$ cat config.mk
export PLATFORM = sky130hd
export DESIGN_NAME = divrem
export DESIGN_NICKNAME = d
export VERILOG_FILES = /design/src/rtl/divrem.sv
export SDC_FILE = /design/constraint.sdc
export NUM_CORES = 1
export LEC_CHECK = 0
export CORE_MARGIN = 5
export CORE_UTILIZATION = 64
export DETAILED_ROUTE_END_ITERATION = 10
export GPL_TIMING_DRIVEN = 0
export PLACE_DENSITY = 0.95
export SYNTH_ARGS = -nofsm -noshare
export SYNTH_HDL_FRONTEND = slang
export SYNTH_SLANG_ARGS = --single-unit
$ cat constraint.sdc
create_clock -name clk -period 8.1 [get_ports clk]
set_clock_uncertainty 0.15 [all_clocks]
set_input_delay 1.62 -clock clk [delete_from_list [all_inputs] [get_ports clk]]
set_output_delay 1.62 -clock clk [all_outputs]
set_load 0.02 [all_outputs]
$ cat src/rtl/divrem.sv
// Iterative radix-2 restoring divider for RISC-V DIV/DIVU/REM/REMU.
// Optional macro DIVREM_EARLY_OUT_EN sends divide-by-zero and signed overflow straight to FIX.
module divrem (
    input  logic        clk,
    input  logic        rstn,
    input  logic        start,
    input  logic [1:0]  op,
    input  logic [31:0] rs1,
    input  logic [31:0] rs2,
    output logic        ready,
    output logic [31:0] rd,
    output logic        valid
);

    typedef enum logic [1:0] {IDLE, CALC, FIX} state_t;

    state_t      state, next;
    logic [4:0]  cnt;
    logic        remop;
    logic [31:0] orig;
    logic [31:0] divr;
    logic [31:0] quo;
    logic [32:0] rem;
    logic        neg1, neg2, dz, ovf;

    logic        sgnop;
    logic [31:0] mag1, mag2;
    logic        accdz, accovf;
    logic [33:0] shifted, diff;
    logic [31:0] qres, rres, result;

    assign ready = (state == IDLE);

    // Operand decode at accept: magnitudes for signed ops, raw values otherwise.
    always_comb begin
        sgnop  = ~op[0];
        mag1   = (sgnop && rs1[31]) ? -rs1 : rs1;
        mag2   = (sgnop && rs2[31]) ? -rs2 : rs2;
        accdz  = (rs2 == 32'h0);
        accovf = sgnop && (rs1 == 32'h8000_0000) && (rs2 == 32'hFFFF_FFFF);
    end

    // A borrow out of bit 33 marks a failed trial subtraction.
    always_comb begin
        shifted = {rem, quo[31]};
        diff    = shifted - {2'b00, divr};
    end

    always_comb begin
        qres = (neg1 ^ neg2) ? -quo : quo;
        rres = neg1 ? -rem[31:0] : rem[31:0];
        if (dz) begin
            qres = 32'hFFFF_FFFF;
            rres = orig;
        end else if (ovf) begin
            qres = 32'h8000_0000;
            rres = 32'h0;
        end
        result = remop ? rres : qres;
    end

    always_comb begin
        next = state;
        case (state)
            IDLE: begin
                if (start) begin
`ifdef DIVREM_EARLY_OUT_EN
                    next = (accdz || accovf) ? FIX : CALC;
`else
                    next = CALC;
`endif
                end
            end
            CALC:    if (cnt == 5'd31) next = FIX;
            FIX:     next = IDLE;
            default: next = IDLE;
        endcase
    end

    always_ff @(posedge clk or negedge rstn) begin
        if (!rstn) state <= IDLE;
        else       state <= next;
    end

    always_ff @(posedge clk or negedge rstn) begin
        if (!rstn) begin
            cnt   <= 5'd0;
            remop <= 1'b0;
            orig  <= 32'h0;
            divr  <= 32'h0;
            quo   <= 32'h0;
            rem   <= 33'h0;
            neg1  <= 1'b0;
            neg2  <= 1'b0;
            dz    <= 1'b0;
            ovf   <= 1'b0;
            rd    <= 32'h0;
            valid <= 1'b0;
        end else begin
            valid <= 1'b0;
            case (state)
                IDLE: begin
                    if (start) begin
                        remop <= op[1];
                        orig  <= rs1;
                        divr  <= mag2;
                        quo   <= mag1;
                        rem   <= 33'h0;
                        cnt   <= 5'd0;
                        neg1  <= sgnop & rs1[31];
                        neg2  <= sgnop & rs2[31];
                        dz    <= accdz;
                        ovf   <= accovf;
                    end
                end
                CALC: begin
                    rem <= diff[33] ? shifted[32:0] : diff[32:0];
                    quo <= {quo[30:0], ~diff[33]};
                    cnt <= cnt + 5'd1;
                end
                FIX: begin
                    rd    <= result;
                    valid <= 1'b1;
                end
                default: ;
            endcase
        end
    end

endmodule

==> results of run 1 <==
-- sequential cells by signal (all words and copies together), names as in the netlist, 2 cells and up --
| register | count |
|---|---|
| rem | 33 |
| rd | 32 |
| state | 2 |
| divr | 32 |
| orig | 32 |
| quo | 32 |
| cnt | 5 |
-- cell families after synthesis --
| group | after synthesis | synth area share |
|---|---|---|
| AOI/OAI and AO/OA | 414 | 0.223 |
| xor gates and xnor gates | 147 | 0.109 |
| adders and majority gates | 40 | 0.0428 |
| buffers and inverters | 141 | 0.0451 |
| DFF | 174 | 0.367 |
| muxes | 5 | 0.00443 |
| and+or+nand+nor | 527 | 0.209 |
-- worst min path at each step --
| stage | start | end | slack (ns) | depth (start not counted) |
|---|---|---|---|---|
| 2_1_floorplan | orig[11] | orig[11] | 0.29 | 2 |
| 3_3_place_gp | orig[9] | orig[9] | 0.30 | 2 |
| 3_5_place_dp | orig[9] | orig[9] | 0.31 | 2 |
| 4_1_cts | orig[9] | orig[9] | 0.32 | 2 |
| 5_1_grt | orig[16] | orig[16] | 0.34 | 2 |
| 6_report | rd[27] | rd[27] | 0.33 | 2 |
-- where the power goes --
group	switching, mW	internal, mW	total (mW)
clock network	0.392	0.465	0.858
logic	2.28	1.46	3.74
registers	0.472	1.25	1.72
total	3.14	3.17	6.31
-- per-layer routing --
metal,wire length (um),vias up,part of all wire
li1,-,5404,-
met1,15000,5683,0.38
met2,16900,940,0.43
met3,5970,169,0.15
met4,1770,0,0.045
met5,0,-,0
-- worst max-delay path, cell delays in order --
cell             delay, ns
clkdlybuf4s50_1       0.56
nor4_1                0.77
nand3_1               0.27
nor3_1                0.64
nor3b_1               0.53
a21oi_1               0.16
xnor2_1               0.17
o21ai_0               0.08
-- per-stage QoR --
stage | util | total power, mW | cell area [sq um] | std cells | hold slack (ns)
floorplan | - | 4.19 | 11900 | 1448 | 0.290
global placement | 0.728 | 5.12 | 13200 | 1779 | 0.305
detailed placement | 0.730 | 5.26 | 13200 | 1780 | 0.308
CTS | 0.763 | 6.14 | 13800 | 1812 | 0.325
global route | 0.763 | 6.68 | 13800 | 1812 | 0.342
finish | 0.763 | 6.31 | 13800 | 1812 | 0.325
-- cell usage in the layout (no fill, tap or decap), types with 16 or more instances in the layout --
master	count
nand2_1	243
nor3_1	19
nor2_1	76
nand3_1	84
clkbuf_16	17
a31oi_1	16
clkdlybuf4s50_1	101
xnor2_1	76
dfrtp_1	174
inv_1	59
a22oi_1	33
clkbuf_1	71
o22ai_1	18
o21ai_0	157
o31ai_1	21
a21oi_1	67
xor2_1	71
ha_1	39
-- layout make-up --
type	instances	area, sq um	share of cell area
multi-input cells	1133	6970	0.505
flip-flops and latches	174	4350	0.315
repair buffers	103	1050	0.0763
clock buffers	17	425	0.0308
plain buffers	82	314	0.0228
well taps	229	287	0.0208
inverters	59	221	0.0160
clock inverters	15	174	0.0126
==> metrics.txt, run 1 <==
status finished, final reports clean; Starting Density 0.656; Tot GR Track Use 0.358; cell with the most instances after synthesis nand2_1; layout cells sized above 1 0.0404; slew at the pin closest to its max-slew limit 0.921 ns; final worst slack 3.46 ns; max frequency 0.215 GHz; final setup vio count 0; Max Root-Sink Buffers 2; Detailed Route WL 39500 um; total gr overflow 0; synth cell count leaders nand2_1, dfrtp_1, o21ai_0, nand3_1; Worst R2R Start quo[31]; Setup Fix Bufs, Post-CTS 0; Residual DRC 0; PostCTS Resize Cnt 0; WL/cell 21.8 um; Crit Path Class input pin to register; Syn Inst Count 1448; fin. max-slew vios 0; Post-synth top flop dfrtp_1; GRT met2 Usage 0.532; Num CTS Buffers 17; Mapped Nets 1557; fillers 1251; Setup WS pre-CTS 3.13 ns; Crit. End Element register; gpl congestion 1.00; Vias 12196; global route hottest layer met2; CTS Hold Buffers Added 0; Reg clk slew, reported paths 0.07 ns; Pleak 5.81 nW; R2R Setup Slk 3.91 ns; HP Class register to register; Max IR drop VDD 0.000261 V; top area cells in the synthesized netlist dfrtp_1, nand2_1, o21ai_0; DRT antenna net count 0; H-tree Lvls 4; Seq/Total Area, Yosys 0.367; port buffer count 102; first-pass GRT wire length 61100 um; clk root buf clkbuf_16; syn_area_per_cell 8.19 sq um; top-area cell type share of the netlist area 0.367; DRT Pass-1 Iters 8; Max-cap violations 0; die area 21400 sq um; worst-case reg-to-reg path depth 13; vias per inst 6.73; top-level port count 103; row count 49; Setup TNS 0 ns; RSZ-0062 raised after global routing false; met1 Use GR 0.482; Syn-to-layout area delta 16.3%; post-route clock period utilization 0.573; Post-synth EDFFs 0; WP data required 8.27 ns; Worst EP arrival 4.81 ns; Netlist Area Pre-Place 11900 sq um; Die X 146 um; Critical path origin rs1[4]; cell accounting for the most synthesized area dfrtp_1; startpoint types input pin; yosys warns 0; largest net degree at the start of global routing 89; post-DP HPWL 29400 um; worst skew pair latency 0.45 ns; Die H 146 um; initial antenna violation count 1; Distinct cells, synth 68; min Tclk post-route 4.64 ns; R2R Path End rem[32]; Power Dens Cells 457 nW/um^2; nets@finish 1679; Hold Vio Cnt, Final 0; Seq cells post-synth 174; Initial DRC Count 1838; grt met3 use 0.130; slew margin rel. 0.386; Async SR Flop Fraction 1.00; vias in the first global route 11347; core footprint 18100 sq um; clock sinks 174; antenna cells 0; Setup crit end quo[29]; CTS tree yes; Crit Path Max Fanout 6
Power figures use the tool's default switching activity.
==> run 2, diff against run 1 <==
--- a/config.mk
+++ b/config.mk
@@ -6,10 +6,10 @@
 export NUM_CORES = 1
 export LEC_CHECK = 0
 export CORE_MARGIN = 5
-export CORE_UTILIZATION = 64
+export CORE_UTILIZATION = 59
 export DETAILED_ROUTE_END_ITERATION = 10
 export GPL_TIMING_DRIVEN = 0
-export PLACE_DENSITY = 0.95
+export PLACE_DENSITY = 0.89
 export SYNTH_ARGS = -nofsm -noshare
 export SYNTH_HDL_FRONTEND = slang
 export SYNTH_SLANG_ARGS = --single-unit
==> constraint.sdc (replaced) <==
create_clock -name clk -period 4.4 [get_ports clk]
set_clock_uncertainty 0.15 [all_clocks]
set_input_delay 0.88 -clock clk [delete_from_list [all_inputs] [get_ports clk]]
set_output_delay 0.88 -clock clk [all_outputs]
set_load 0.02 [all_outputs]
==> metrics.txt, run 2 (synthesized netlist as in run 1, its figures left out) <==
Met2 Wirelength 16800 um (was 16900 um); fin. max-slew vios 0 (unchanged); Crit. End Element register (unchanged); initial antenna violation count 0 (was 1); layout cells sized above 1 0.0411 (was 0.0404); Crit Path Class register to register (was input pin to register); Tot GR Track Use 0.354 (was 0.358); Num CTS Buffers 17 (unchanged); Max-cap violations 0 (unchanged); Setup TNS 0 ns (unchanged); met1 wire length 16500 um (was 15000 um); Residual DRC 0 (unchanged); fin cells 1848 (was 1812); max reg flops 33 (unchanged); Die H 152 um (was 146 um); WP data required 4.57 ns (was 8.27 ns); total gr overflow 0 (unchanged); Setup Fix Bufs, Post-CTS 0 (unchanged); DRT antenna net count 0 (unchanged); CTS tree yes (unchanged); Setup WS pre-CTS 0.0722 ns (was 3.13 ns); Crit Path Max Fanout 10 (was 6); die area 23000 sq um (was 21400 sq um); slew at the pin closest to its max-slew limit 1.05 ns (was 0.921 ns); Reg with most FFs rem (unchanged); RSZ-0062 raised after global routing false (unchanged); startpoint types register (was input pin); Placed Cells 1816 (was 1780); status finished, final reports clean (unchanged); Starting Density 0.604 (was 0.656); WL/cell 21.8 um (about the same); Max Root-Sink Buffers 2 (unchanged); Max IR drop VDD 0.000374 V (was 0.000261 V); slew margin rel. 0.300 (was 0.386); commonest cells after routing, fill and taps aside nand2_1, dfrtp_1, o21ai_0 (unchanged); Initial DRC Count 1586 (was 1838); max frequency 0.246 GHz; vias in the first global route 11038 (was 11347); core footprint 19700 sq um (was 18100 sq um); clock sinks 174 (unchanged); met3 WL post-DR 5310 um (was 5970 um); largest net degree at the start of global routing 115 (was 89); commonest non-fill, non-tap cell in the layout nand2_1 (unchanged); post-route clock period utilization 0.922; row count 51 (was 49); Detailed Route WL 40300 um (was 39500 um); Power Dens Cells 842 nW/um^2 (was 457 nW/um^2); Die X 152 um (was 146 um); DRT Pass-1 Iters 7 (was 8); top layer in use met4 (unchanged); post-DP HPWL 30600 um (was 29400 um); nets@finish 1679 (unchanged); H-tree Lvls 4 (unchanged); final setup vio count 0 (unchanged); Syn-to-layout area delta 16.9% (was 16.3%); final worst slack 0.342 ns (was 3.46 ns); clk root buf clkbuf_16 (unchanged); gpl congestion 1.00 (about the same); Reg clk slew, reported paths 0.07 ns (about the same); Worst EP arrival 4.23 ns (was 4.81 ns); HP Class input pin to asynchronous set/reset pin (was register to register); vias per inst 6.48 (was 6.73); port buffer count 102 (unchanged); top-level port count 103 (unchanged); min Tclk post-route 4.06 ns; Vias 11969 (was 12196); first-pass GRT wire length 62200 um (was 61100 um); Pleak 5.83 nW (was 5.81 nW); CTS Hold Buffers Added 0 (unchanged); Hold Vio Cnt, Final 0 (unchanged); worst skew pair latency 0.44 ns (was 0.45 ns); antenna cells 0 (unchanged)
run 2: critical path, stage by stage (launching register included):
cell	delay (ns)
dfrtp_1	0.50
ha_1	0.43
a21oi_1	0.32
a311oi_1	0.27
o211a_1	0.29
o21ai_1	0.61
a211oi_2	0.21
o211ai_1	0.57
buf_2	0.34
nand3_1	0.09
o311ai_0	0.15
run 2: final timing paths:
kind	start	end	slack (ns)	cells past startpoint
setup / recovery	rem[3]	rem[16]	0.34	10
hold / removal	rstn	divr[20]	0.20	1
max in group asynchronous	rstn	orig[15]	2.97	2
hold reg to reg	orig[11]	orig[11]	0.33	2
min in group clk	orig[11]	orig[11]	0.33	2
setup reg to reg	rem[3]	rem[16]	0.34	10
run 2: power by group:
part | internal [mW] | switching [mW] | leakage [nW]
Combinational | 2.70 | 4.18 | 3.34
Sequential | 2.29 | 0.895 | 2.19
Clock | 0.878 | 0.737 | 0.298
run 2: routing by layer:
layer	vias up	global-route usage
met5	-	0
met1	5644	0.503
met3	131	0.108
met4	0	0.136
met2	778	0.509
li1	5416	-
run 2: what timing repair did:
item / CTS / global route
resized for setup: 0 / 1
endpoints found under the hold margin: 0 / 0
setup endpoints to repair: 0 / 1
run 2: layout make-up:
| cell class | instances | area [sq um] |
|---|---|---|
| plain buffers | 82 | 314 |
| clock inverters | 14 | 176 |
| multi-input cells | 1133 | 6980 |
| repair buffers | 103 | 1050 |
| flip-flops and latches | 174 | 4350 |
| fillers | 1569 | 5780 |
| clock buffers | 18 | 439 |
| inverters | 59 | 221 |
| well taps | 265 | 332 |
run 2: per-stage QoR:
step	area, sq um	utilization	power [mW]	hold slack, ns
floorplan	11900	-	7.72	0.290
finish	13900	0.706	11.7	0.201
CTS	13900	0.705	11.4	0.221
global route	13900	0.706	12.4	0.245
global placement	13200	0.672	9.55	0.305
detailed placement	13200	0.674	9.77	0.309
